[src/rtl/glyph_row_streamer.sv]
// rtl/glyph_row_streamer.sv - glyph ROM with registered read and one-pixel-per-cycle row streaming
// Optional feature macro: GLYPH_MIRROR_EN (latched mirror, LSB-first streaming).
module glyph_row_streamer #(
  parameter int    GLYPH_W    = 8,
  parameter int    GLYPH_H    = 8,
  parameter int    NUM_GLYPHS = 4,
  parameter string INIT_FILE  = ""
) (
  input  logic                          Clk,
  input  logic                          Reset,
  input  logic                          req,
  input  logic [$clog2(NUM_GLYPHS)-1:0] glyph_code,
  input  logic [$clog2(GLYPH_H)-1:0]    row,
  input  logic                          mirror,
  output logic                          ready,
  output logic                          pix_valid,
  input  logic                          pix_ready,
  output logic                          pix,
  output logic                          pix_last,
  output logic                          busy
);

  localparam int CW    = $clog2(NUM_GLYPHS);
  localparam int RW    = $clog2(GLYPH_H);
  localparam int AW    = CW + RW;
  localparam int CNT_W = $clog2(GLYPH_W);

  localparam logic [1:0] IDLE  = 2'd0;
  localparam logic [1:0] FETCH = 2'd1;
  localparam logic [1:0] SHIFT = 2'd2;

  logic [1:0]         state;
  logic [GLYPH_W-1:0] rom_word;
  logic [GLYPH_W-1:0] rom_q;
  logic [GLYPH_W-1:0] shift_reg;
  logic [CNT_W-1:0]   cnt;
  logic [AW-1:0]      addr;
  logic               mirror_q;
  logic               accept;
  logic               last;

  assign addr   = {glyph_code, row};
  assign accept = (state == IDLE) && req;
  assign last   = (cnt == CNT_W'(GLYPH_W - 1));

  generate
    if ((INIT_FILE == "") && (GLYPH_W == 8)) begin : g_builtin
      // Codes 1 and 2 are the left- and right-biased marker dots; all else blank.
      always_comb begin
        rom_word = '0;
        if (int'(glyph_code) == 1) begin
          if (int'(row) == 3 || int'(row) == 5) rom_word = GLYPH_W'(8'h10);
          else if (int'(row) == 4)              rom_word = GLYPH_W'(8'h38);
        end else if (int'(glyph_code) == 2) begin
          if (int'(row) == 3 || int'(row) == 5) rom_word = GLYPH_W'(8'h08);
          else if (int'(row) == 4)              rom_word = GLYPH_W'(8'h1C);
        end
      end
    end else begin : g_blank
      logic [AW-1:0] unused_addr;
      assign unused_addr = addr;
      assign rom_word    = '0;
    end
  endgenerate

`ifdef GLYPH_MIRROR_EN
  always_ff @(posedge Clk or posedge Reset) begin
    if (Reset)       mirror_q <= 1'b0;
    else if (accept) mirror_q <= mirror;
  end
`else
  logic unused_mirror;
  assign unused_mirror = mirror;
  assign mirror_q      = 1'b0;
`endif

  always_ff @(posedge Clk or posedge Reset) begin
    if (Reset) begin
      state     <= IDLE;
      rom_q     <= '0;
      shift_reg <= '0;
      cnt       <= '0;
    end else begin
      case (state)
        IDLE: begin
          if (req) begin
            rom_q <= rom_word;
            state <= FETCH;
          end
        end
        FETCH: begin
          shift_reg <= rom_q;
          cnt       <= '0;
          state     <= SHIFT;
        end
        SHIFT: begin
          if (pix_ready) begin
            shift_reg <= mirror_q ? (shift_reg >> 1) : (shift_reg << 1);
            cnt       <= cnt + 1'b1;
            if (last) state <= IDLE;
          end
        end
        default: state <= IDLE;
      endcase
    end
  end

  // Outputs decode registered state only; pix_ready never reaches them.
  assign ready     = (state == IDLE);
  assign busy      = ~ready;
  assign pix_valid = (state == SHIFT);
  assign pix       = pix_valid & (mirror_q ? shift_reg[0] : shift_reg[GLYPH_W-1]);
  assign pix_last  = pix_valid & last;

endmodule

[config.mk]
export PLATFORM = sky130hd
export DESIGN_NAME = glyph_row_streamer
export DESIGN_NICKNAME = d
export VERILOG_FILES = /design/src/rtl/glyph_row_streamer.sv
export SDC_FILE = /design/constraint.sdc
export NUM_CORES = 1
export LEC_CHECK = 0
export CORE_MARGIN = 4
export CORE_UTILIZATION = 24
export DETAILED_ROUTE_END_ITERATION = 8
export PLACE_DENSITY_LB_ADDON = 0.3
export SETUP_SLACK_MARGIN = 0.2
export SLEW_MARGIN = 20
export SYNTH_ARGS = -nofsm -noshare
export SYNTH_HDL_FRONTEND = slang
export SYNTH_SLANG_ARGS = --single-unit
[constraint.sdc]
create_clock -name Clk -period 1.8 [get_ports Clk]
set_clock_uncertainty 0.05 [all_clocks]
set_input_delay 0.36 -clock Clk [delete_from_list [all_inputs] [get_ports Clk]]
set_output_delay 0.36 -clock Clk [all_outputs]
set_load 0.01 [all_outputs]
=== Word level (Yosys, flattened, before mapping) ===
Cells that the tools add are included.

* Flip-flop bits (word level): 21
* Bits in latches: 0
* Bits in writable memories: 0
* ROM bits: 0
* Input bits: 10
* Memories: 0

* $add $sub $neg: 1
* Multipliers: 0
* Div/mod/pow operators: 0
* Order comparisons: 0
* Equality and inequality tests: 11
* Shift operators: 0
* Mux-type cells: 14
* Bitwise logic cells: 3
* Reductions and logical operators: 6

{| class="wikitable"
|+ Operators with widths
! cell !! number
|-
| $mux W8 || 3
|-
| $pmux W8 S2 || 1
|-
| $mux W5 || 3
|-
| $eq A3 B3 Y1 const B || 4
|-
| $eq A2 B2 Y1 const B || 3
|-
| $mux W2 || 3
|-
| $mux W6 || 1
|-
| $pmux W2 S3 || 1
|-
| $pmux W3 S2 || 1
|-
| $ne A2 B1 Y1 const B || 2
|-
| $reduce_and A2 Y1 || 2
|-
| $add A3 B1 Y3 const B || 1
|-
| $mux W3 || 1
|-
| $reduce_and A3 Y1 || 1
|-
| $and A1 B1 Y1 || 2
|-
| $eq A2 B1 Y1 const B || 1
|-
| $logic_not A2 Y1 || 1
|-
| $ne A2 B2 Y1 const B || 1
|-
| $reduce_bool A2 Y1 || 1
|-
| $logic_or A1 B1 Y1 || 1
|-
| $not A1 Y1 || 1
|}

=== Longest topological paths before layout ===
Gate-level depths: netlist (run 1).

* Depth in word-level cells: 5
* Mapped depth: 5
* Gate-level depth less buffers: 5

=== Worst setup path after synthesis (run 1) ===
OpenSTA, ideal clock, no wires.

* Kind: reg2out
* Start point: register state[0]
* End point: output port ready
* Arrival time: 0.993 ns
* Data required time: 1.390 ns
* Slack: 0.397 ns
* Cell stages (with the launch flop): 4
* Path buffers: 1
* Cell sequence: dfrtp_1 -> buf_2 -> or2_2 -> inv_1

* Cells in the longest elaborated chain, start to end: 1

{| class="wikitable"
|+ RTL lines
! what !! line !! source
|-
| start: declaration || 32 || <nowiki>logic [1:0] state;</nowiki>
|-
| start signal: assignment || 79 || <nowiki>state <= IDLE;</nowiki>
|-
| start signal: assignment || 88 || <nowiki>state <= FETCH;</nowiki>
|-
| start signal: assignment || 94 || <nowiki>state <= SHIFT;</nowiki>
|-
| $logic_not A2 Y1 || 109 || <nowiki>assign ready = (state == IDLE);</nowiki>
|-
| end: declaration || 15 || <nowiki>output logic ready,</nowiki>
|}

Every way passes these cells.

=== Final worst setup path (run 1) ===
* Start point: register cnt[1]
* End point: output port pix_last

* Cells in the longest elaborated chain, start to end: 2

{| class="wikitable"
|+ RTL lines
! what !! line !! source
|-
| start: declaration || 36 || <nowiki>logic [CNT_W-1:0] cnt;</nowiki>
|-
| start signal: assignment || 99 || <nowiki>cnt <= cnt + 1'b1;</nowiki>
|-
| $eq A3 B3 Y1 || 44 || <nowiki>assign last = (cnt == CNT_W'(GLYPH_W - 1));</nowiki>
|-
| $and A1 B1 Y1 || 113 || <nowiki>assign pix_last = pix_valid & last;</nowiki>
|-
| end: declaration || 19 || <nowiki>output logic pix_last,</nowiki>
|}

Every way passes these cells.

==> results of run 1 <==
path summary, 6_finish.rpt:
check	start	end	slack, ns
worst min register to register	rom_q[5]	rom_q[5]	0.44
worst max-delay path	cnt[1]	pix_last	0.1
max in group asynchronous	Reset	shift_reg[2]	0.93
worst min-delay path	Reset	rom_q[5]	0.39
worst max register to register	state[1]	rom_q[4]	0.35
min in group Clk	rom_q[5]	rom_q[5]	0.44
metal layers:
layer	wire, um	part of all wire [%]	up-vias
met1	747	46	310
met4	34	2.1	0
met5	0	0	-
li1	-	-	327
met2	770	47	19
met3	86	5.2	5
kinds of logic after synthesis:
family	count (synthesis)
AND/OR/NAND/NOR	31
AO/OA/AOI/OAI	23
flip-flops	15
adder cells (fa/ha/maj)	2
buffers and inverters	7
multiplexers	4
final cells by class:
cell class	instances	area share (%)
Sequential cell	15	36.5
Inverter	3	1.22
Multi-Input combinational cell	60	40.7
Clock buffer	4	2.55
Tap cell	44	5.35
Timing Repair Buffer	17	13.7
where the power goes:
part / internal, mW / switching, mW / leakage, nW / total, mW
Combinational: 0.323 / 0.324 / 0.241 / 0.648
Clock: 0.0861 / 0.107 / 0.0150 / 0.193
Sequential: 0.471 / 0.0890 / 0.190 / 0.560
per-stage QoR:
stage	power [mW]	std cells	utilization (%)
global route	1.54	143	32.9
CTS	1.41	143	32.4
floorplan	1.01	82	-
finish	1.40	143	32.9
detailed placement	1.24	139	32.0
global placement	1.21	139	32.0
worst max-delay path: stages, from the launching register on:
cell and delay [ns]:
dfrtp_1 0.41, ha_2 0.21, ha_4 0.16, and2_4 0.13, buf_6 0.11
placed cells by master, fill, tap and decap left out, drive strengths merged, types with 2 or more instances in the layout:
master         Yosys  layout
a211oi             3       3
a21oi              4       4
a31oi              6       6
and2               3       3
and2b              3       3
buf                3       8
clkbuf             1       5
clkdlybuf4s50      0       8
dfrtp             15      15
ha                 2       2
inv                2       2
mux2i              3       3
nand2              9       9
nand2b             2       2
nor2               2       2
nor2b              8       8
o21ai              4       4
o2bb2ai            5       5
repair_timing:
item	4_1_cts	5_1_grt
setup endpoints to repair	5	4
gates cloned	0	0
resized for setup	20	6
pin swaps	0	1
==> metrics.md, run 1 <==
| Metric | Value |
|---|---|
| Post-CTS Setup Bufs | 0 |
| Die footprint | around 4300 um2 |
| Seq/Total Area, Yosys | a little under half |
| Largest family of logic cells by synthesized area | simple AND/OR/NAND/NOR gates |
| RSZ-0062 raised after global routing | yes |
| Post-synthesis compound-gate area fraction | around a fifth |
| Synth Warn # | 0 |
| Adder-cell area share of the yosys netlist | just over 3% |
| Initial antenna violation count | 0 |
| Clock tree buffer depth | 2 |
| DR vias | 661 |
| Area delta synth->final | 27.8% |
| Status | finished, final reports clean |
| Multi-input logic area | ~420 um2 |
| Vias in the first global route | 680 |
| Crit. End Element | primary output |
| Sequential cell area | roughly 380 um2 |
| FFs w/ async S/R, synth | between 90% and 100% |
| TritonCTS clock tree | built |
| Met1 usage | a little over a tenth |
| Core area | 3130 um2 |
| WS Path Type | flip-flop to primary output |
| Fin crit share | between 90% and 100% |
| Worst slew pin tran | 0.580 ns |
| Primary FF master, synth | dfrtp_1 |
| Yosys cell types | 25 |
| Max cap viols | 0 |
| Sink Count | 15 |
| Largest net degree at the start of global routing | 21 |
| #FFs+latches synth | 15 |
| Max FFs per register | 6 |
| Setup TNS | 0 ns |
| Total gr overflow | 0 |
| Remaining antenna violation count | 0 |
| DP Area | roughly 1000 um2 |
| Max VDD drop | 0.310 mV |
| Global-route wire length before repair | 2950 um |
| Post-synthesis cell area | between 800 and 900 um2 |
| Post-synthesis net count | 94 |
| PortBufs | 13 |
| Share of post-route cells with drive strength above 1 | between 20% and 30% |
| Post-synthesis mux area share | between 5 and 6% |
| Drt drc | 0 |
| Die extent in y | 65.9 um |
| DR vias/cell | between 4 and 5 |
| Drt wl/cell | about 11 um |
| Root buf cell | clkbuf_4 |
| Simple-Gate Fraction of Synth Area | between 20% and 30% |
| Xor/xnor cell area share of the yosys netlist | 0% |
| Overall routing resource usage | under 10% |
| GR Util met3 | approximately 2% |
| Cells after synthesis | 82 |
| Worst Path Arrival | approximately 1.3 ns |
| Worst hold slack | just under 0.4 ns |
| CP max FO | 3 |
| Final setup viols | 0 |
| Num CTS Buffers | 3 |
| Leak pwr | around 0.45 nW |
| Worst slew margin | between 60% and 70% |
| # fillers | 339 |
| Design Area, Final | 1030 um2 |
| Final WS setup | around 0.095 ns |
| Antenna Cells | 0 |
| Synth top cells by count | 15 x dfrtp_1, 9 x nand2_1, 8 x nor2b_1 |
| Rows | 20 |
| Nets | approximately 110 |
| Initial Util | about a quarter |
| Top Usage Layer GRT | met2 |
| Top cell type's share of synthesized area | approximately 47% |
| Final Critical Period | approximately 1.7 ns |
| Number of enable flip-flop cells after synthesis | 0 |
| Hold_buf cts | 0 |
| Met2 usage | about 14% |
| Synth Area per Inst | 9.83 um2 |
| CP Data Required Time | around 1.4 ns |
| Initial drt markers | 30 |
| Yosys top cell by area | dfrtp_1 |
| Count of final hold-check violations | 0 |
| Reg clk slew, reported paths | 0.09 ns |
| Top cells by area, synth | dfrtp_1 47%, nor2b_1 6.2%, o2bb2ai_1 5.4%, a31oi_1 4.7%, nand2_1 4.2% |
| Final WL | about 1600 um |
| Max-slew violations | 0 |
| R2R depth | 5 |
| I/O pins | 15 |
| HP Class | input pin to asynchronous set/reset pin |
| Most common cell in the netlist | dfrtp_1 |
| DP Wirelength | about 1200 um |
| Startpoint types | flip-flop |
| DRT Pass-1 Iters | 4 |
| Latest clock arrival within the worst-skew pair | 0.28 ns |
| PwrDens | ~1400 nW/um2 |
| H-tree depth | 1 |
| F_max | between 0.5 and 0.6 GHz |
| Die width | about 66 um |
| Gpl congestion | between 0.7 and 0.8 |
| Post-Place Setup Slack | 0.0372 ns |
Power figures use the tool's default switching activity.
==> run 2: changes to the inputs <==
- CAP_MARGIN: unset -> 10
==> results of run 2 <==
Final layout, timing and power as in run 1 (identical DEF).
